### src/rtl/fifo_pkg.sv
// Shared definitions for the asynchronous FIFO and its read-side drainer.
//   - Default geometry constants used by both sides of the FIFO.
//   - Drainer FSM state encoding.
//   - Skid buffer depth used for pop gating.
package fifo_pkg;

  // Default FIFO geometry; the drainer data width must match the FIFO WIDTH.
  localparam int unsigned DEF_WIDTH     = 8;
  localparam int unsigned DEF_DEPTH     = 16;
  localparam int unsigned DEF_PTR_WIDTH = $clog2(DEF_DEPTH);

  // Drainer FSM encoding (values are shared with the FIFO status decoding).
  typedef enum logic [1:0] {
    IDLE     = 2'd0,
    RUN      = 2'd1,
    STOPPING = 2'd2
  } drain_state_t;

  // Number of entries in the read-side skid buffer.
  localparam logic [1:0] SKID_DEPTH = 2'd2;

endpackage

### src/rtl/rd_skid_buffer.sv
// Two-entry in-order skid buffer between the FIFO read port and the
// downstream valid/ready stream.
//   r_clk      : clock
//   reset      : asynchronous active-low reset, empties the buffer
//   push       : write push_data this edge (ignored when full)
//   push_data  : word to store
//   pop        : remove the oldest entry this edge (ignored when empty)
//   head_data  : oldest entry, held stable until popped
//   occupancy  : number of stored entries, 0..2
module rd_skid_buffer
  import fifo_pkg::*;
#(
  parameter int unsigned WIDTH = DEF_WIDTH
) (
  input  logic             r_clk,
  input  logic             reset,
  input  logic             push,
  input  logic [WIDTH-1:0] push_data,
  input  logic             pop,
  output logic [WIDTH-1:0] head_data,
  output logic [1:0]       occupancy
);

  // slot0 is always the oldest entry; slot1 is only meaningful at occupancy 2.
  logic [WIDTH-1:0] slot0;
  logic [WIDTH-1:0] slot1;
  logic [1:0]       occ;
  logic             push_ok;
  logic             pop_ok;

  assign push_ok = push && (occ != SKID_DEPTH);
  assign pop_ok  = pop  && (occ != 2'd0);

  always_ff @(posedge r_clk or negedge reset) begin
    if (!reset) begin
      occ   <= 2'd0;
      // NOTE: the two data slots are reset (cheap at this size) so head_data,
      // and therefore the block's out_data, reads 0 while in reset; a larger
      // storage array would normally be left unreset.
      slot0 <= '0;
      slot1 <= '0;
    end else begin
      unique case ({push_ok, pop_ok})
        2'b10: begin
          if (occ == 2'd0) slot0 <= push_data;
          else             slot1 <= push_data;
          occ <= occ + 2'd1;
        end
        2'b01: begin
          slot0 <= slot1;
          occ   <= occ - 2'd1;
        end
        2'b11: begin
          // Simultaneous push and pop: occupancy unchanged, order kept.
          if (occ == SKID_DEPTH) begin
            slot0 <= slot1;
            slot1 <= push_data;
          end else begin
            slot0 <= push_data;
          end
        end
        default: ;
      endcase
    end
  end

  assign head_data = slot0;
  assign occupancy = occ;

endmodule

### src/rtl/fifo_rd_drainer.sv
// Read-side consumer engine for the asynchronous FIFO (read-clock domain).
// Pops first-word-fall-through FIFO data into a 2-entry skid buffer that
// feeds a valid/ready stream, and checks that the popped words form an
// incrementing sequence.
//   r_clk, reset       : clock, asynchronous active-low reset
//   enable             : run request (IDLE/RUN/STOPPING FSM)
//   err_clr            : synchronous clear of err_count / err_sticky
//   r_data, r_empty    : FIFO head word and empty flag
//   destination_r_en   : FIFO pop strobe
//   out_data/valid/ready : downstream stream
//   seq_err            : one-cycle pulse after a mismatching pop
//   err_sticky         : any mismatch since last clear
//   err_count          : saturating mismatch count
//   words_read         : wrapping pop count
//   busy               : FSM not in IDLE
module fifo_rd_drainer
  import fifo_pkg::*;
#(
  parameter int unsigned WIDTH     = DEF_WIDTH,
  parameter int unsigned CNT_WIDTH = 16,
  parameter int unsigned SEQ_START = 1,
  parameter bit          CHECK_EN  = 1'b1
) (
  input  logic                 r_clk,
  input  logic                 reset,
  input  logic                 enable,
  input  logic                 err_clr,
  input  logic [WIDTH-1:0]     r_data,
  input  logic                 r_empty,
  output logic                 destination_r_en,
  output logic [WIDTH-1:0]     out_data,
  output logic                 out_valid,
  input  logic                 out_ready,
  output logic                 seq_err,
  output logic                 err_sticky,
  output logic [CNT_WIDTH-1:0] err_count,
  output logic [CNT_WIDTH-1:0] words_read,
  output logic                 busy
);

  drain_state_t     state_q;
  drain_state_t     state_d;
  logic [1:0]       occupancy;
  logic             pop;
  logic             xfer;
  logic             mismatch;
  logic [WIDTH-1:0] expected;

  // ---------------------------------------------------------------------
  // FSM
  // ---------------------------------------------------------------------
  always_ff @(posedge r_clk or negedge reset) begin
    if (!reset) begin
      state_q <= IDLE;
    end else begin
      // NOTE: state is updated with non-blocking assignments so every
      // process triggered by this edge still sees the pre-edge value.
      state_q <= state_d;
    end
  end

  always_comb begin
    // NOTE: default first so every path assigns state_d and no latch forms.
    state_d = state_q;
    unique case (state_q)
      IDLE:     if (enable) state_d = RUN;
      RUN:      if (!enable) state_d = STOPPING;
      STOPPING: begin
        if (enable)                  state_d = RUN;
        else if (occupancy == 2'd0)  state_d = IDLE;
      end
      default:  state_d = IDLE;
    endcase
  end

  assign busy = (state_q != IDLE);

  // ---------------------------------------------------------------------
  // Pop gating and skid buffer. The pop depends only on registered state,
  // registered occupancy and r_empty, never on out_ready, so the FIFO
  // read port has no combinational path from downstream.
  // ---------------------------------------------------------------------
  assign pop              = (state_q == RUN) && !r_empty && (occupancy < SKID_DEPTH);
  assign destination_r_en = pop;
  assign xfer             = out_valid && out_ready;
  assign out_valid        = (occupancy != 2'd0);

  rd_skid_buffer #(
    .WIDTH (WIDTH)
  ) u_skid (
    .r_clk     (r_clk),
    .reset     (reset),
    .push      (pop),
    .push_data (r_data),
    .pop       (xfer),
    .head_data (out_data),
    .occupancy (occupancy)
  );

  // ---------------------------------------------------------------------
  // Word counter and sequence checker
  // ---------------------------------------------------------------------
  assign mismatch = CHECK_EN && pop && (r_data != expected);

  always_ff @(posedge r_clk or negedge reset) begin
    if (!reset) begin
      words_read <= '0;
      expected   <= WIDTH'(SEQ_START);
      seq_err    <= 1'b0;
      err_sticky <= 1'b0;
      err_count  <= '0;
    end else begin
      seq_err <= mismatch;
      if (pop) begin
        words_read <= words_read + CNT_WIDTH'(1);
        // Resync on every pop so one lost word costs exactly one error;
        // the natural wrap of the addition makes max -> 0 legal.
        expected   <= r_data + WIDTH'(1);
      end
      // A mismatch in the same cycle as err_clr takes precedence.
      if (mismatch) begin
        err_sticky <= 1'b1;
        if (err_clr)          err_count <= CNT_WIDTH'(1);
        else if (!(&err_count)) err_count <= err_count + CNT_WIDTH'(1);
      end else if (err_clr) begin
        err_sticky <= 1'b0;
        err_count  <= '0;
      end
    end
  end

endmodule
### config.mk
export PLATFORM = sky130hd
export DESIGN_NAME = fifo_rd_drainer
export DESIGN_NICKNAME = d
export VERILOG_FILES = /design/src/rtl/fifo_pkg.sv /design/src/rtl/rd_skid_buffer.sv /design/src/rtl/fifo_rd_drainer.sv
export SDC_FILE = /design/constraint.sdc
export NUM_CORES = 1
export LEC_CHECK = 0
export BUFFER_PORTS_ARGS = -buffer_cell sky130_fd_sc_hd__buf_2
export CAP_MARGIN = 20
export CORE_ASPECT_RATIO = 1.5
export CORE_UTILIZATION = 30
export DETAILED_ROUTE_END_ITERATION = 10
export GPL_ROUTABILITY_DRIVEN = 0
export HOLD_SLACK_MARGIN = 0.02
export PLACE_DENSITY = 0.55
export SLEW_MARGIN = 20
export SYNTH_ARGS = -nofsm -noshare
export SYNTH_HDL_FRONTEND = slang
export SYNTH_SLANG_ARGS = --single-unit
### constraint.sdc
create_clock -name r_clk -period 4.9 [get_ports r_clk]
set_input_delay 0.98 -clock r_clk [delete_from_list [all_inputs] [get_ports r_clk]]
set_output_delay 0.98 -clock r_clk [all_outputs]
set_load 0.02 [all_outputs]
==> results of run 1 <==
[power groups by stage]
| stage | sequential [mW] | clock (mW) | combinational [mW] |
|---|---|---|---|
| after global routing | 0.773 | 0.579 | 0.515 |
| after detailed placement | 0.756 | 0 | 0.475 |
| after CTS | 0.754 | 0.565 | 0.473 |
| final | 0.752 | 0.544 | 0.461 |
| after global placement | 0.757 | 0 | 0.457 |
| after floorplan | 0.802 | 0 | 0.279 |
[cell families (layout without fill, tap and decap cells)]
logic type / Yosys count / count (layout) / share of synthesized area [%]
xor gates and xnor gates: 32 / 32 / 9.11
DFF: 62 / 62 / 50.4
buffers and inverters: 21 / 84 / 3.09
and+or+nand+nor: 112 / 112 / 19.2
AOI/OAI and AO/OA: 51 / 51 / 10.3
muxes: 15 / 15 / 5.45
adders and majority gates: 6 / 6 / 2.44
[layout by cell type, fill, tap and decap left out, types with 4 or more instances in the layout]
cell / instances
sky130_fd_sc_hd__dfrtp_1: 61
sky130_fd_sc_hd__buf_2: 58
sky130_fd_sc_hd__nand2_1: 26
sky130_fd_sc_hd__nor2_1: 25
sky130_fd_sc_hd__xnor2_1: 25
sky130_fd_sc_hd__nand3_1: 18
sky130_fd_sc_hd__a21oi_1: 18
sky130_fd_sc_hd__o21ai_0: 12
sky130_fd_sc_hd__nand4_1: 10
sky130_fd_sc_hd__mux2_2: 9
sky130_fd_sc_hd__clkbuf_16: 9
sky130_fd_sc_hd__inv_1: 8
sky130_fd_sc_hd__a22oi_1: 8
sky130_fd_sc_hd__xor2_1: 7
sky130_fd_sc_hd__nor2b_1: 6
sky130_fd_sc_hd__or4_1: 6
sky130_fd_sc_hd__ha_1: 6
sky130_fd_sc_hd__nor4_1: 5
sky130_fd_sc_hd__mux2_1: 5
sky130_fd_sc_hd__o31ai_1: 5
sky130_fd_sc_hd__and3_1: 4
sky130_fd_sc_hd__clkbuf_1: 4
[state kept, by name (all words and copies together), names as in the netlist]
| signal | cells |
|---|---|
| words_read | 16 |
| u_skid.slot1 | 8 |
| expected | 8 |
| u_skid.head_data | 8 |
| state_q | 2 |
| seq_err | 1 |
| err_sticky | 1 |
| err_count | 16 |
| u_skid.occupancy | 2 |
[per-stage QoR]
stage | setup slack [ns] | utilization, % | power [mW]
2_1_floorplan | 1.84 | - | 1.08
5_1_grt | 1.88 | 38.0 | 1.87
4_1_cts | 1.91 | 38.0 | 1.79
3_5_place_dp | 1.90 | 35.4 | 1.23
6_report | 1.93 | 38.0 | 1.76
3_3_place_gp | 1.92 | 35.4 | 1.21
[per-layer routing]
metal  GRT usage, %  vias up  part of all wire [%]
met2           24.8       50                    52
li1               -     1172                     -
met3           3.34       10                   3.4
met1           15.0     1157                    42
met4           6.58        0                   1.9
met5              0        -                     0
[worst max-delay path: cells and delay by family]
kind | cells | cell delay [ns]
and+or+nand+nor | 1 | 0.62
buffers and inverters | 3 | 0.39
[cell type report]
class	instances	area [um^2]
multi-input cells	216	1430
clock buffers	13	240
inverters	9	38.8
fillers	1010	6080
well taps	115	144
flip-flops and latches	62	1550
clock inverters	2	10.0
repair buffers	60	305
[final timing paths]
check	from	endpoint	slack, ns	cells past startpoint
max	r_empty	destination_r_en	1.93	4
min	words_read[15]$_DFFE_PN0P_	words_read[15]$_DFFE_PN0P_	0.47	1
max reg2reg	u_skid.occupancy[1]$_DFFE_PN0P_	u_skid.head_data[7]$_DFFE_PN0P_	2.55	7
min reg2reg	words_read[15]$_DFFE_PN0P_	words_read[15]$_DFFE_PN0P_	0.47	1
max in group asynchronous	reset	err_count[15]$_DFFE_PN0P_	3.54	2
min in group asynchronous	reset	state_q[1]$_DFFE_PN0P_	0.83	2
==> impl_table.tex, run 1 <==
\begin{tabular}{lr}
\hline
Metric & Value \\
\hline
\multicolumn{2}{l}{\textbf{Clock network}} \\
Num Clock Sinks & 62 \\
Resize count post-CTS & 0 \\
Clock-pin transition on the worst setup and hold timing paths & around 0.050 ns \\
Clock tree from TritonCTS & yes \\
Post-CTS Setup Repair Bufs & 0 \\
CTS H-tree depth & 3 \\
Post-CTS Hold Buffers & 0 \\
Clock network latency to the later pin of the worst-skew pair & 0.32 ns \\
Number of buffers on the longest clock path & 2 \\
Cell chosen for the clock root & sky130\_fd\_sc\_hd\_\_clkbuf\_16 \\
Clock buffers created by TritonCTS & 9 \\
\multicolumn{2}{l}{\textbf{Drt}} \\
Via density & 5.01 \\
Number of search-and-repair iterations in the first detailed-routing pass & 6 \\
DRC Markers & 0 \\
Number of nets still failing antenna checks after routing & 0 \\
Number of violations reported at the end of detailed-routing iteration 0 & 133 \\
Via count & about 2400 \\
Avg WL per Cell & 14.1 um \\
Wire length reported by the detailed router & 6710 um \\
\multicolumn{2}{l}{\textbf{Final layout}} \\
Cell Count, Final, Fillers Out & 477 \\
Share of layout cells above drive strength 1 & 24.6\% \\
Diodes inserted & 0 \\
Number of nets in the layout & 378 \\
Area growth syn-to-layout & 20.9\% \\
Fin area & 0.00372 mm\^{}2 \\
\multicolumn{2}{l}{\textbf{STA}} \\
Final hold viol count & 0 \\
Slew Viols, Final & 0 \\
Final period utilization & 60.7\% \\
Post-Route Skew & 0.00440 ns \\
Worst hold margin & 0.471 ns \\
Total negative slack & 0 ns \\
Actual transition at the worst max-transition pin & 1.00 ns \\
Maximum frequency from static timing analysis & 0.336 GHz \\
Final setup violating endpoints & 0 \\
Setup repair after global routing missed its margin & false \\
Crit path time final & 2.97 ns \\
Worst relative slew slack & about 33\% \\
\multicolumn{2}{l}{\textbf{Yosys}} \\
Post-synth net total & approximately 320 \\
Dominant cell type by area after synthesis & sky130\_fd\_sc\_hd\_\_dfrtp\_1 \\
Cells taking the most area after synthesis & sky130\_fd\_sc\_hd\_\_dfrtp\_1 (50\%), sky130\_fd\_sc\_hd\_\_xnor2\_1 (7.1\%), sky130\_fd\_sc\_hd\_\_mux2\_2 (3.3\%) \\
Number of flops mapped to enable cells by yosys & 0 \\
Area fraction of the dominant cell type after synthesis & 49.6\% \\
Number of instances in the synthesized netlist & around 300 \\
Commonest cells post-synth & sky130\_fd\_sc\_hd\_\_dfrtp\_1 (61), sky130\_fd\_sc\_hd\_\_nand2\_1 (26), sky130\_fd\_sc\_hd\_\_nor2\_1 (25), sky130\_fd\_sc\_hd\_\_xnor2\_1 (25) \\
Register area share after synthesis & about 50\% \\
Library cell with the highest instance count after synthesis & sky130\_fd\_sc\_hd\_\_dfrtp\_1 \\
Average size of a mapped cell & 10.3 um\^{}2 \\
Post-synth top flop & sky130\_fd\_sc\_hd\_\_dfrtp\_1 \\
Cell variety after synth & between 40 and 50 \\
Number of warnings issued by yosys & 0 \\
Flip-flop and latch count after synthesis & 62 \\
Post-synthesis cell area & 0.00308 mm\^{}2 \\
Async set-reset flop share out of synthesis & 100\% \\
\multicolumn{2}{l}{\textbf{Power and ir drop}} \\
P\_leak & 1.70 nW \\
Flop pwr share & about 43\% \\
Worst voltage drop across the vdd grid & 0.000241 V \\
Pint & between 1 and 1.5 mW \\
Net Sw Power & 0.578 mW \\
Clock network fraction of total power & 30.9\% \\
Relative contribution of combinational cells to total power & 26.3\% \\
Switching part of the total & 32.9\% \\
Total power per unit cell area & around 470 mW/mm\^{}2 \\
\multicolumn{2}{l}{\textbf{Critical path}} \\
Cell Chain, Critical Path & buf\_2 -> or4b\_4 -> clkinv\_4 -> buf\_2 \\
Type of the worst setup path & in2out \\
Arrival time of the worst setup path & 1.99 ns \\
Delay contributed by the slowest stage of the critical path & a little over 0.6 ns \\
Worst path required time & 3.92 ns \\
Maximum fanout encountered on the critical timing path & 23 \\
Most repeated library cell on the critical path & sky130\_fd\_sc\_hd\_\_buf\_2 \\
Endpoint class of the critical path & primary output \\
Critical-path cell with the highest stage delay & sky130\_fd\_sc\_hd\_\_or4b\_4 \\
Worst Setup Start Kind & input pin \\
\multicolumn{2}{l}{\textbf{Floorplan}} \\
Horizontal extent of the die & roughly 85 um \\
Initial core utilization & 31.4\% \\
Die area & 0.0107 mm\^{}2 \\
Row Count & 44 \\
Height of the chip & approximately 130 um \\
Core Region & 0.00980 mm\^{}2 \\
Ports placed on the boundary & 59 \\
\multicolumn{2}{l}{\textbf{Place}} \\
Instance area at placement & 0.00347 mm\^{}2 \\
Total of buffers placed on input and output ports & a little under 60 \\
Cells after DPL & 462 \\
DP Wirelength & $\sim$4700 um \\
\multicolumn{2}{l}{\textbf{Global route}} \\
Maximum number of pins on one net before global-route repair & 63 \\
Wire length of the first global-routing pass & 11600 um \\
Number of global-route vias before repair & 2489 \\
Antenna violations before repair & 0 \\
Global-route congestion overflow total & 0 \\
Global router's overall resource usage & 13.8\% \\
\multicolumn{2}{l}{\textbf{Flow run}} \\
Reported max-cap violation count & 0 \\
\multicolumn{2}{l}{\textbf{Run status}} \\
Status & finished, final reports clean \\
\multicolumn{2}{l}{\textbf{Min path}} \\
Type of the worst min-delay path & reg2reg \\
\hline
\end{tabular}
Power figures use the tool's default switching activity.
==> run 2: changes to the inputs <==
Clock period 4.9 ns to 2.8 ns, I/O delays scaled along.
==> run 2 against run 1 <==
The flow now finishes with violations (DRC). Total power up 81%. Cell count increased by 1.5%. Sequential cell count unchanged. Non-clock buffer count grew 6. Die area unchanged. Utilization up 0.83 points. Sequential power is 74% higher. Critical endpoint is now u_skid.slot1[3]$_DFFE_PN0P_. Highest routed layer unchanged.
==> impl_table.tex, run 2 (same netlist as run 1, synthesis figures left out) <==
\begin{tabular}{lr}
\hline
Metric & Value \\
\hline
\multicolumn{2}{l}{\textbf{Final layout}} \\
Number of nets in the layout & 384 (was 378) \\
Commonest cells after routing, fill and taps aside & sky130\_fd\_sc\_hd\_\_dfrtp\_1 (61), sky130\_fd\_sc\_hd\_\_buf\_2 (58), sky130\_fd\_sc\_hd\_\_nand2\_1 (26) (unchanged) \\
Most common cell after layout, fill and taps aside & sky130\_fd\_sc\_hd\_\_dfrtp\_1 (unchanged) \\
Share of layout cells above drive strength 1 & 27.1\% (was 24.6\%) \\
Area growth syn-to-layout & 23.5\% (was 20.9\%) \\
Largest registers & err\_count: 16 flops, words\_read: 16 flops (unchanged) \\
Diodes inserted & 0 (unchanged) \\
Fin area & 0.00380 mm\^{}2 (was 0.00372 mm\^{}2) \\
\multicolumn{2}{l}{\textbf{Global route}} \\
Global-route congestion overflow total & 0 (unchanged) \\
Wire length of the first global-routing pass & 11500 um (was 11600 um) \\
Number of global-route vias before repair & 2415 (was 2489) \\
Maximum number of pins on one net before global-route repair & 25 (was 63) \\
Global router's overall resource usage & 13.6\% (was 13.8\%) \\
Antenna violations before repair & 0 (unchanged) \\
\multicolumn{2}{l}{\textbf{Power and ir drop}} \\
P\_leak & 1.76 nW (was 1.70 nW) \\
Switching part of the total & 32.4\% (was 32.9\%) \\
Post-layout total power & 3.19 mW (was 1.76 mW) \\
Pint & 2.15 mW (was 1.18 mW) \\
Net Sw Power & 1.03 mW (was 0.578 mW) \\
Worst voltage drop across the vdd grid & 0.000496 V (was 0.000241 V) \\
Flop pwr share & 41.1\% (was 42.8\%) \\
Clock network fraction of total power & 33.2\% (was 30.9\%) \\
Total power per unit cell area & 838 mW/mm\^{}2 (was 472 mW/mm\^{}2) \\
Relative contribution of combinational cells to total power & 25.7\% (was 26.3\%) \\
\multicolumn{2}{l}{\textbf{STA}} \\
Setup repair after global routing missed its margin & false (unchanged) \\
Maximum frequency from static timing analysis & 0.448 GHz \\
Post-Route Skew & 0.00641 ns (was 0.00440 ns) \\
Worst hold margin & 0.234 ns (was 0.471 ns) \\
Slew Viols, Final & 0 (unchanged) \\
Final period utilization & 79.8\% \\
Crit path time final & 2.23 ns \\
Actual transition at the worst max-transition pin & 0.598 ns (was 1.00 ns) \\
Final hold viol count & 0 (unchanged) \\
Total negative slack & 0 ns (unchanged) \\
Final setup violating endpoints & 0 (unchanged) \\
Worst relative slew slack & 60.2\% (was 32.9\%) \\
\multicolumn{2}{l}{\textbf{Critical path}} \\
Worst path required time & 3.01 ns (was 3.92 ns) \\
Maximum fanout encountered on the critical timing path & 8 (was 23) \\
Type of the worst setup path & reg2reg (was in2out) \\
Arrival time of the worst setup path & 2.45 ns (was 1.99 ns) \\
Worst Setup Start Kind & flop (was input pin) \\
Endpoint class of the critical path & flop (was primary output) \\
Cell Chain, Critical Path & o21ai\_0 -> inv\_1 -> ha\_1 -> a21oi\_1 -> o21a\_1 -> mux2\_2 (was buf\_2 -> or4b\_4 -> clkinv\_4 -> buf\_2) \\
Critical-path cell with the highest stage delay & sky130\_fd\_sc\_hd\_\_dfrtp\_1 (was sky130\_fd\_sc\_hd\_\_or4b\_4) \\
Delay contributed by the slowest stage of the critical path & 0.46 ns (was 0.62 ns) \\
\multicolumn{2}{l}{\textbf{Min path}} \\
Type of the worst min-delay path & in2async (was reg2reg) \\
\multicolumn{2}{l}{\textbf{Clock network}} \\
Number of buffers on the longest clock path & 2 (unchanged) \\
Cell chosen for the clock root & sky130\_fd\_sc\_hd\_\_clkbuf\_16 (unchanged) \\
CTS H-tree depth & 3 (unchanged) \\
Clock-pin transition on the worst setup and hold timing paths & 0.05 ns (about the same) \\
Num Clock Sinks & 62 (unchanged) \\
Post-CTS Hold Buffers & 0 (unchanged) \\
Resize count post-CTS & 0 (unchanged) \\
Clock tree from TritonCTS & yes (unchanged) \\
Clock buffers created by TritonCTS & 9 (unchanged) \\
Clock network latency to the later pin of the worst-skew pair & 0.33 ns (was 0.32 ns) \\
Post-CTS Setup Repair Bufs & 0 (unchanged) \\
\multicolumn{2}{l}{\textbf{Floorplan}} \\
Horizontal extent of the die & 84.7 um (unchanged) \\
Row Count & 44 (unchanged) \\
Core Region & 0.00980 mm\^{}2 (unchanged) \\
Initial core utilization & 31.4\% (unchanged) \\
Ports placed on the boundary & 59 (unchanged) \\
Die area & 0.0107 mm\^{}2 (unchanged) \\
Height of the chip & 126 um (unchanged) \\
\multicolumn{2}{l}{\textbf{Drt}} \\
Via count & 2408 (was 2389) \\
Number of search-and-repair iterations in the first detailed-routing pass & 9 (was 6) \\
Number of violations reported at the end of detailed-routing iteration 0 & 72 (was 133) \\
Number of nets still failing antenna checks after routing & 0 (unchanged) \\
Avg WL per Cell & 13.7 um (was 14.1 um) \\
DRC Markers & 4 (was 0) \\
Wire length reported by the detailed router & 6610 um (was 6710 um) \\
Via density & 4.98 (was 5.01) \\
\multicolumn{2}{l}{\textbf{Place}} \\
Instance area at placement & 0.00352 mm\^{}2 (was 0.00347 mm\^{}2) \\
DP Wirelength & 4740 um (about the same) \\
Total of buffers placed on input and output ports & 58 (unchanged) \\
\multicolumn{2}{l}{\textbf{Run status}} \\
Failing checks & DRC \\
Status & finished with violations (was finished, final reports clean) \\
\multicolumn{2}{l}{\textbf{Flow run}} \\
Reported max-cap violation count & 0 (unchanged) \\
\hline
\end{tabular}
## run 2: cell types whose count changed in the layout (fill, tap and decap cells not counted)
cell,change
sky130_fd_sc_hd__clkinv_2,+2
sky130_fd_sc_hd__clkbuf_1,-4
sky130_fd_sc_hd__buf_4,+6
sky130_fd_sc_hd__clkbuf_8,+3
## run 2: power groups by stage
| stage | registers [mW] | clock network (mW) | logic, mW |
|---|---|---|---|
| floorplan | 1.40 | 0 | 0.488 |
| finish | 1.31 | 1.06 | 0.819 |
| global route | 1.34 | 1.12 | 0.924 |
| CTS | 1.31 | 1.09 | 0.835 |
| detailed placement | 1.32 | 0 | 0.833 |
| global placement | 1.32 | 0 | 0.818 |
## run 2: worst max-delay path: cells and delay by family, from the launching register on
family                   cells  cell delay (ns)
flip-flops                   1             0.46
multiplexers                 1             0.38
buffers and inverters        1             0.12
adder cells (fa/ha/maj)      1             0.23
AO/OA/AOI/OAI                3             0.93
## run 2: stage by stage
step / cells / utilization (%) / setup WS (ns)
CTS: 484 / 38.8 / 0.547
floorplan: 299 / - / 0.165
detailed placement: 468 / 35.9 / 0.410
global placement: 468 / 35.9 / 0.462
finish: 484 / 38.8 / 0.567
global route: 484 / 38.8 / 0.352
## run 2: layer usage
layer	part of all wire, %	track usage, %	vias up
met5	0	0	-
met4	2.3	7.48	0
met3	4.1	3.34	10
met2	49	22.3	47
met1	44	16.4	1164
li1	-	-	1187
## run 2: final cells by class
cell class                 count  area [um^2]
sequential                    62         1550
timing repair buffer          66          350
tap                          115          144
clock inverter                 4         20.0
inverter                       9         38.8
fill                        1004         6000
clock buffer                  12          267
multi-input combinational    216         1430
## run 2: worst paths after layout
| kind | slack [ns] | start | to | depth (start not counted) |
|---|---|---|---|---|
| max reg2reg | 0.57 | u_skid.occupancy[0]$_DFFE_PN0P_ | u_skid.slot1[3]$_DFFE_PN0P_ | 6 |
| min | 0.23 | reset | expected[1]$_DFFE_PN0P_ | 1 |
| max in group asynchronous | 1.88 | reset | expected[7]$_DFFE_PN0P_ | 2 |
| min reg2reg | 0.47 | words_read[15]$_DFFE_PN0P_ | words_read[15]$_DFFE_PN0P_ | 1 |
| min in group r_clk | 0.39 | enable | state_q[1]$_DFFE_PN0P_ | 2 |
| max | 0.57 | u_skid.occupancy[0]$_DFFE_PN0P_ | u_skid.slot1[3]$_DFFE_PN0P_ | 6 |
==> run 3: changes to the inputs <==
Settings changed: PLACE_DENSITY 0.55 to 0.56.
Clock period 2.8 ns to 1.82 ns, I/O delays scaled along.
==> run 3 against run 2 <==
The flow finishes with violations (setup timing). Die area is the same. Clock power is 52% higher. Sequential power up 56%. Count of clock-buffer cells in the layout grew 2. Critical path depth rose by 1. Design area is 16% higher. Sequential cell count unchanged. Total power rose by 69%. Largest power group unchanged.
==> impl_table.tex, run 3 (same netlist as run 1, synthesis figures left out) <==
\begin{tabular}{lr}
\hline
Metric & Value \\
\hline
\multicolumn{2}{l}{\textbf{STA}} \\
Final period utilization & 108\% (was 79.8\%) \\
Final hold viol count & 0 (unchanged) \\
Setup WS post-layout & -0.153 ns (was 0.567 ns) \\
Crit path time final & 1.97 ns (was 2.23 ns) \\
Maximum frequency from static timing analysis & 0.507 GHz (was 0.448 GHz) \\
Post-Route Skew & 0.00550 ns (was 0.00641 ns) \\
Actual transition at the worst max-transition pin & 0.489 ns (was 0.598 ns) \\
Setup repair after global routing missed its margin & true (was false) \\
Worst relative slew slack & 67.4\% (was 60.2\%) \\
Slew Viols, Final & 0 (unchanged) \\
Final setup violating endpoints & 40 (was 0) \\
\multicolumn{2}{l}{\textbf{Power and ir drop}} \\
Total power per unit cell area & 1220 mW/mm\^{}2 (was 838 mW/mm\^{}2) \\
Worst voltage drop across the vdd grid & 0.000897 V (was 0.000496 V) \\
Post-layout total power & 5.38 mW (was 3.19 mW) \\
P\_leak & 2.02 nW (was 1.76 nW) \\
\multicolumn{2}{l}{\textbf{Critical path}} \\
Critical-path cell with the highest stage delay & sky130\_fd\_sc\_hd\_\_or4b\_4 (was sky130\_fd\_sc\_hd\_\_dfrtp\_1) \\
Type of the worst setup path & reg2reg (unchanged) \\
Cell Chain, Critical Path & or4b\_4 -> inv\_4 -> ha\_4 -> a21oi\_2 -> o21a\_1 -> buf\_12 -> mux2\_4 (was o21ai\_0 -> inv\_1 -> ha\_1 -> a21oi\_1 -> o21a\_1 -> mux2\_2) \\
Endpoint class of the critical path & flop (unchanged) \\
Worst path required time & 2.03 ns (was 3.01 ns) \\
Worst Setup Start Kind & flop (unchanged) \\
Maximum fanout encountered on the critical timing path & 8 (unchanged) \\
Arrival time of the worst setup path & 2.18 ns (was 2.45 ns) \\
Delay contributed by the slowest stage of the critical path & 0.58 ns (was 0.46 ns) \\
\multicolumn{2}{l}{\textbf{Final layout}} \\
Core occupancy in the finished layout & 45.0\% (was 38.8\%) \\
\# fillers & 930 (was 1004) \\
Area taken by multi-input logic gates & 0.00172 mm\^{}2 (was 0.00143 mm\^{}2) \\
Largest registers & err\_count: 16 flops, words\_read: 16 flops (unchanged) \\
Share of layout cells above drive strength 1 & 44.0\% (was 27.1\%) \\
Area growth syn-to-layout & 43.3\% (was 23.5\%) \\
Combined flip-flop and latch cell area & 0.00156 mm\^{}2 (was 0.00155 mm\^{}2) \\
Commonest cells after routing, fill and taps aside & sky130\_fd\_sc\_hd\_\_dfrtp\_1 (57), sky130\_fd\_sc\_hd\_\_buf\_2 (57), sky130\_fd\_sc\_hd\_\_buf\_4 (37) (was sky130\_fd\_sc\_hd\_\_dfrtp\_1 (61), sky130\_fd\_sc\_hd\_\_buf\_2 (58), sky130\_fd\_sc\_hd\_\_nand2\_1 (26)) \\
Number of nets in the layout & 421 (was 384) \\
Diodes inserted & 0 (unchanged) \\
\multicolumn{2}{l}{\textbf{Floorplan}} \\
Die area & 0.0107 mm\^{}2 (unchanged) \\
Initial core utilization & 31.4\% (unchanged) \\
Row Count & 44 (unchanged) \\
Core Region & 0.00980 mm\^{}2 (unchanged) \\
Height of the chip & 126 um (unchanged) \\
Horizontal extent of the die & 84.7 um (unchanged) \\
Ports placed on the boundary & 59 (unchanged) \\
\multicolumn{2}{l}{\textbf{Global route}} \\
Wire length of the first global-routing pass & 12500 um (was 11500 um) \\
Global router's overall resource usage & 14.9\% (was 13.6\%) \\
Global-route congestion overflow total & 0 (unchanged) \\
Number of global-route vias before repair & 2614 (was 2415) \\
Maximum number of pins on one net before global-route repair & 37 (was 25) \\
Antenna violations before repair & 0 (unchanged) \\
\multicolumn{2}{l}{\textbf{Clock network}} \\
CTS H-tree depth & 3 (unchanged) \\
Clock tree from TritonCTS & yes (unchanged) \\
Number of buffers on the longest clock path & 2 (unchanged) \\
Clock buffers created by TritonCTS & 9 (unchanged) \\
Num Clock Sinks & 62 (unchanged) \\
Cell chosen for the clock root & sky130\_fd\_sc\_hd\_\_clkbuf\_16 (unchanged) \\
Clock-pin transition on the worst setup and hold timing paths & 0.05 ns (about the same) \\
Clock network latency to the later pin of the worst-skew pair & 0.33 ns (about the same) \\
\multicolumn{2}{l}{\textbf{Place}} \\
DP Wirelength & 5200 um (was 4740 um) \\
Total of buffers placed on input and output ports & 58 (unchanged) \\
\multicolumn{2}{l}{\textbf{Run status}} \\
Status & finished with violations (unchanged) \\
Failing checks & setup timing (was DRC) \\
\multicolumn{2}{l}{\textbf{Drt}} \\
Number of search-and-repair iterations in the first detailed-routing pass & 8 (was 9) \\
DRC Markers & 0 (was 4) \\
Number of nets still failing antenna checks after routing & 0 (unchanged) \\
Wire length reported by the detailed router & 7610 um (was 6610 um) \\
Via count & 2597 (was 2408) \\
Number of violations reported at the end of detailed-routing iteration 0 & 110 (was 72) \\
Avg WL per Cell & 14.6 um (was 13.7 um) \\
Via density & 4.99 (was 4.98) \\
\multicolumn{2}{l}{\textbf{Min path}} \\
Type of the worst min-delay path & in2reg (was in2async) \\
\multicolumn{2}{l}{\textbf{Flow run}} \\
Reported max-cap violation count & 0 (unchanged) \\
\hline
\end{tabular}
==> run 3: cell types whose count changed in the layout (fill, tap and decap cells not counted), moves of 7 or more <==
cell	previous run	this run
sky130_fd_sc_hd__buf_4	8	37
sky130_fd_sc_hd__mux2_2	9	1
sky130_fd_sc_hd__mux2_4	0	8
sky130_fd_sc_hd__a22oi_2	0	7
sky130_fd_sc_hd__a22oi_1	8	1
==> run 3: repair_timing <==
action / CTS / global route
gates cloned: 1 / 0
setup buffers: 2 / 2
resized for setup: 21 / 34
endpoints found under the hold margin: 1 / 0
pin swaps: 5 / 19
hold buffers: 1 / 0
setup endpoints to repair: 43 / 48
==> run 3: final timing paths <==
check / start / endpoint / slack, ns / cells after the start
max: state_q[1]$_DFFE_PN0P_ / u_skid.slot1[7]$_DFFE_PN0P_ / -0.15 / 7
min: enable / state_q[1]$_DFFE_PN0P_ / 0.19 / 2
max reg2reg: state_q[1]$_DFFE_PN0P_ / u_skid.slot1[7]$_DFFE_PN0P_ / -0.15 / 7
min reg2reg: words_read[6]$_DFFE_PN0P_ / words_read[6]$_DFFE_PN0P_ / 0.49 / 1
max in group asynchronous: reset / err_count[0]$_DFFE_PN0P_ / 0.80 / 3
min in group asynchronous: reset / words_read[12]$_DFFE_PN0P_ / 0.34 / 2
==> run 3: layout make-up <==
type | instances | area share [%]
clock buffers | 14 | 6.21
clock inverters | 1 | 0.114
inverters | 9 | 0.993
multi-input cells | 217 | 39.1
flip-flops and latches | 62 | 35.3
well taps | 115 | 3.26
repair buffers | 102 | 15.0
==> run 3: routing by layer <==
metal,part of all wire [%],vias up,routed length [um],GRT usage (%)
met3,3.2,14,247,2.82
li1,-,1265,-,-
met4,2.7,0,205,8.08
met2,52,59,3960,26.3
met5,0,-,0,0
met1,42,1259,3190,16.9
==> run 3: critical path: cells and delay by family, from the launching register on <==
family                     cells  cell delay [ns]
AOI/OAI and AO/OA              2             0.20
adders and majority gates      1             0.15
buffers and inverters          2             0.25
DFF                            1             0.37
muxes                          1             0.29
and+or+nand+nor                1             0.58
==> run 3: through the flow <==
stage / instance area (um^2) / setup WS, ns / TNS [ns] / std cells / hold WS [ns]
2_1_floorplan: 3200 / -0.350 / -6.22 / 299 / 0.0684
3_3_place_gp: 3850 / -0.410 / -10.06 / 499 / 0.157
3_5_place_dp: 3850 / -0.441 / -10.86 / 499 / 0.155
4_1_cts: 4230 / -0.190 / -4.49 / 518 / 0.187
5_1_grt: 4410 / -0.207 / -6.32 / 520 / 0.199
6_report: 4410 / -0.153 / -3.12 / 520 / 0.194
==> run 3: power by group <==
part	total, mW	internal [mW]	switching [mW]
sequential	2.04	1.75	0.287
clock	1.61	1.02	0.587
combinational	1.73	0.817	0.909
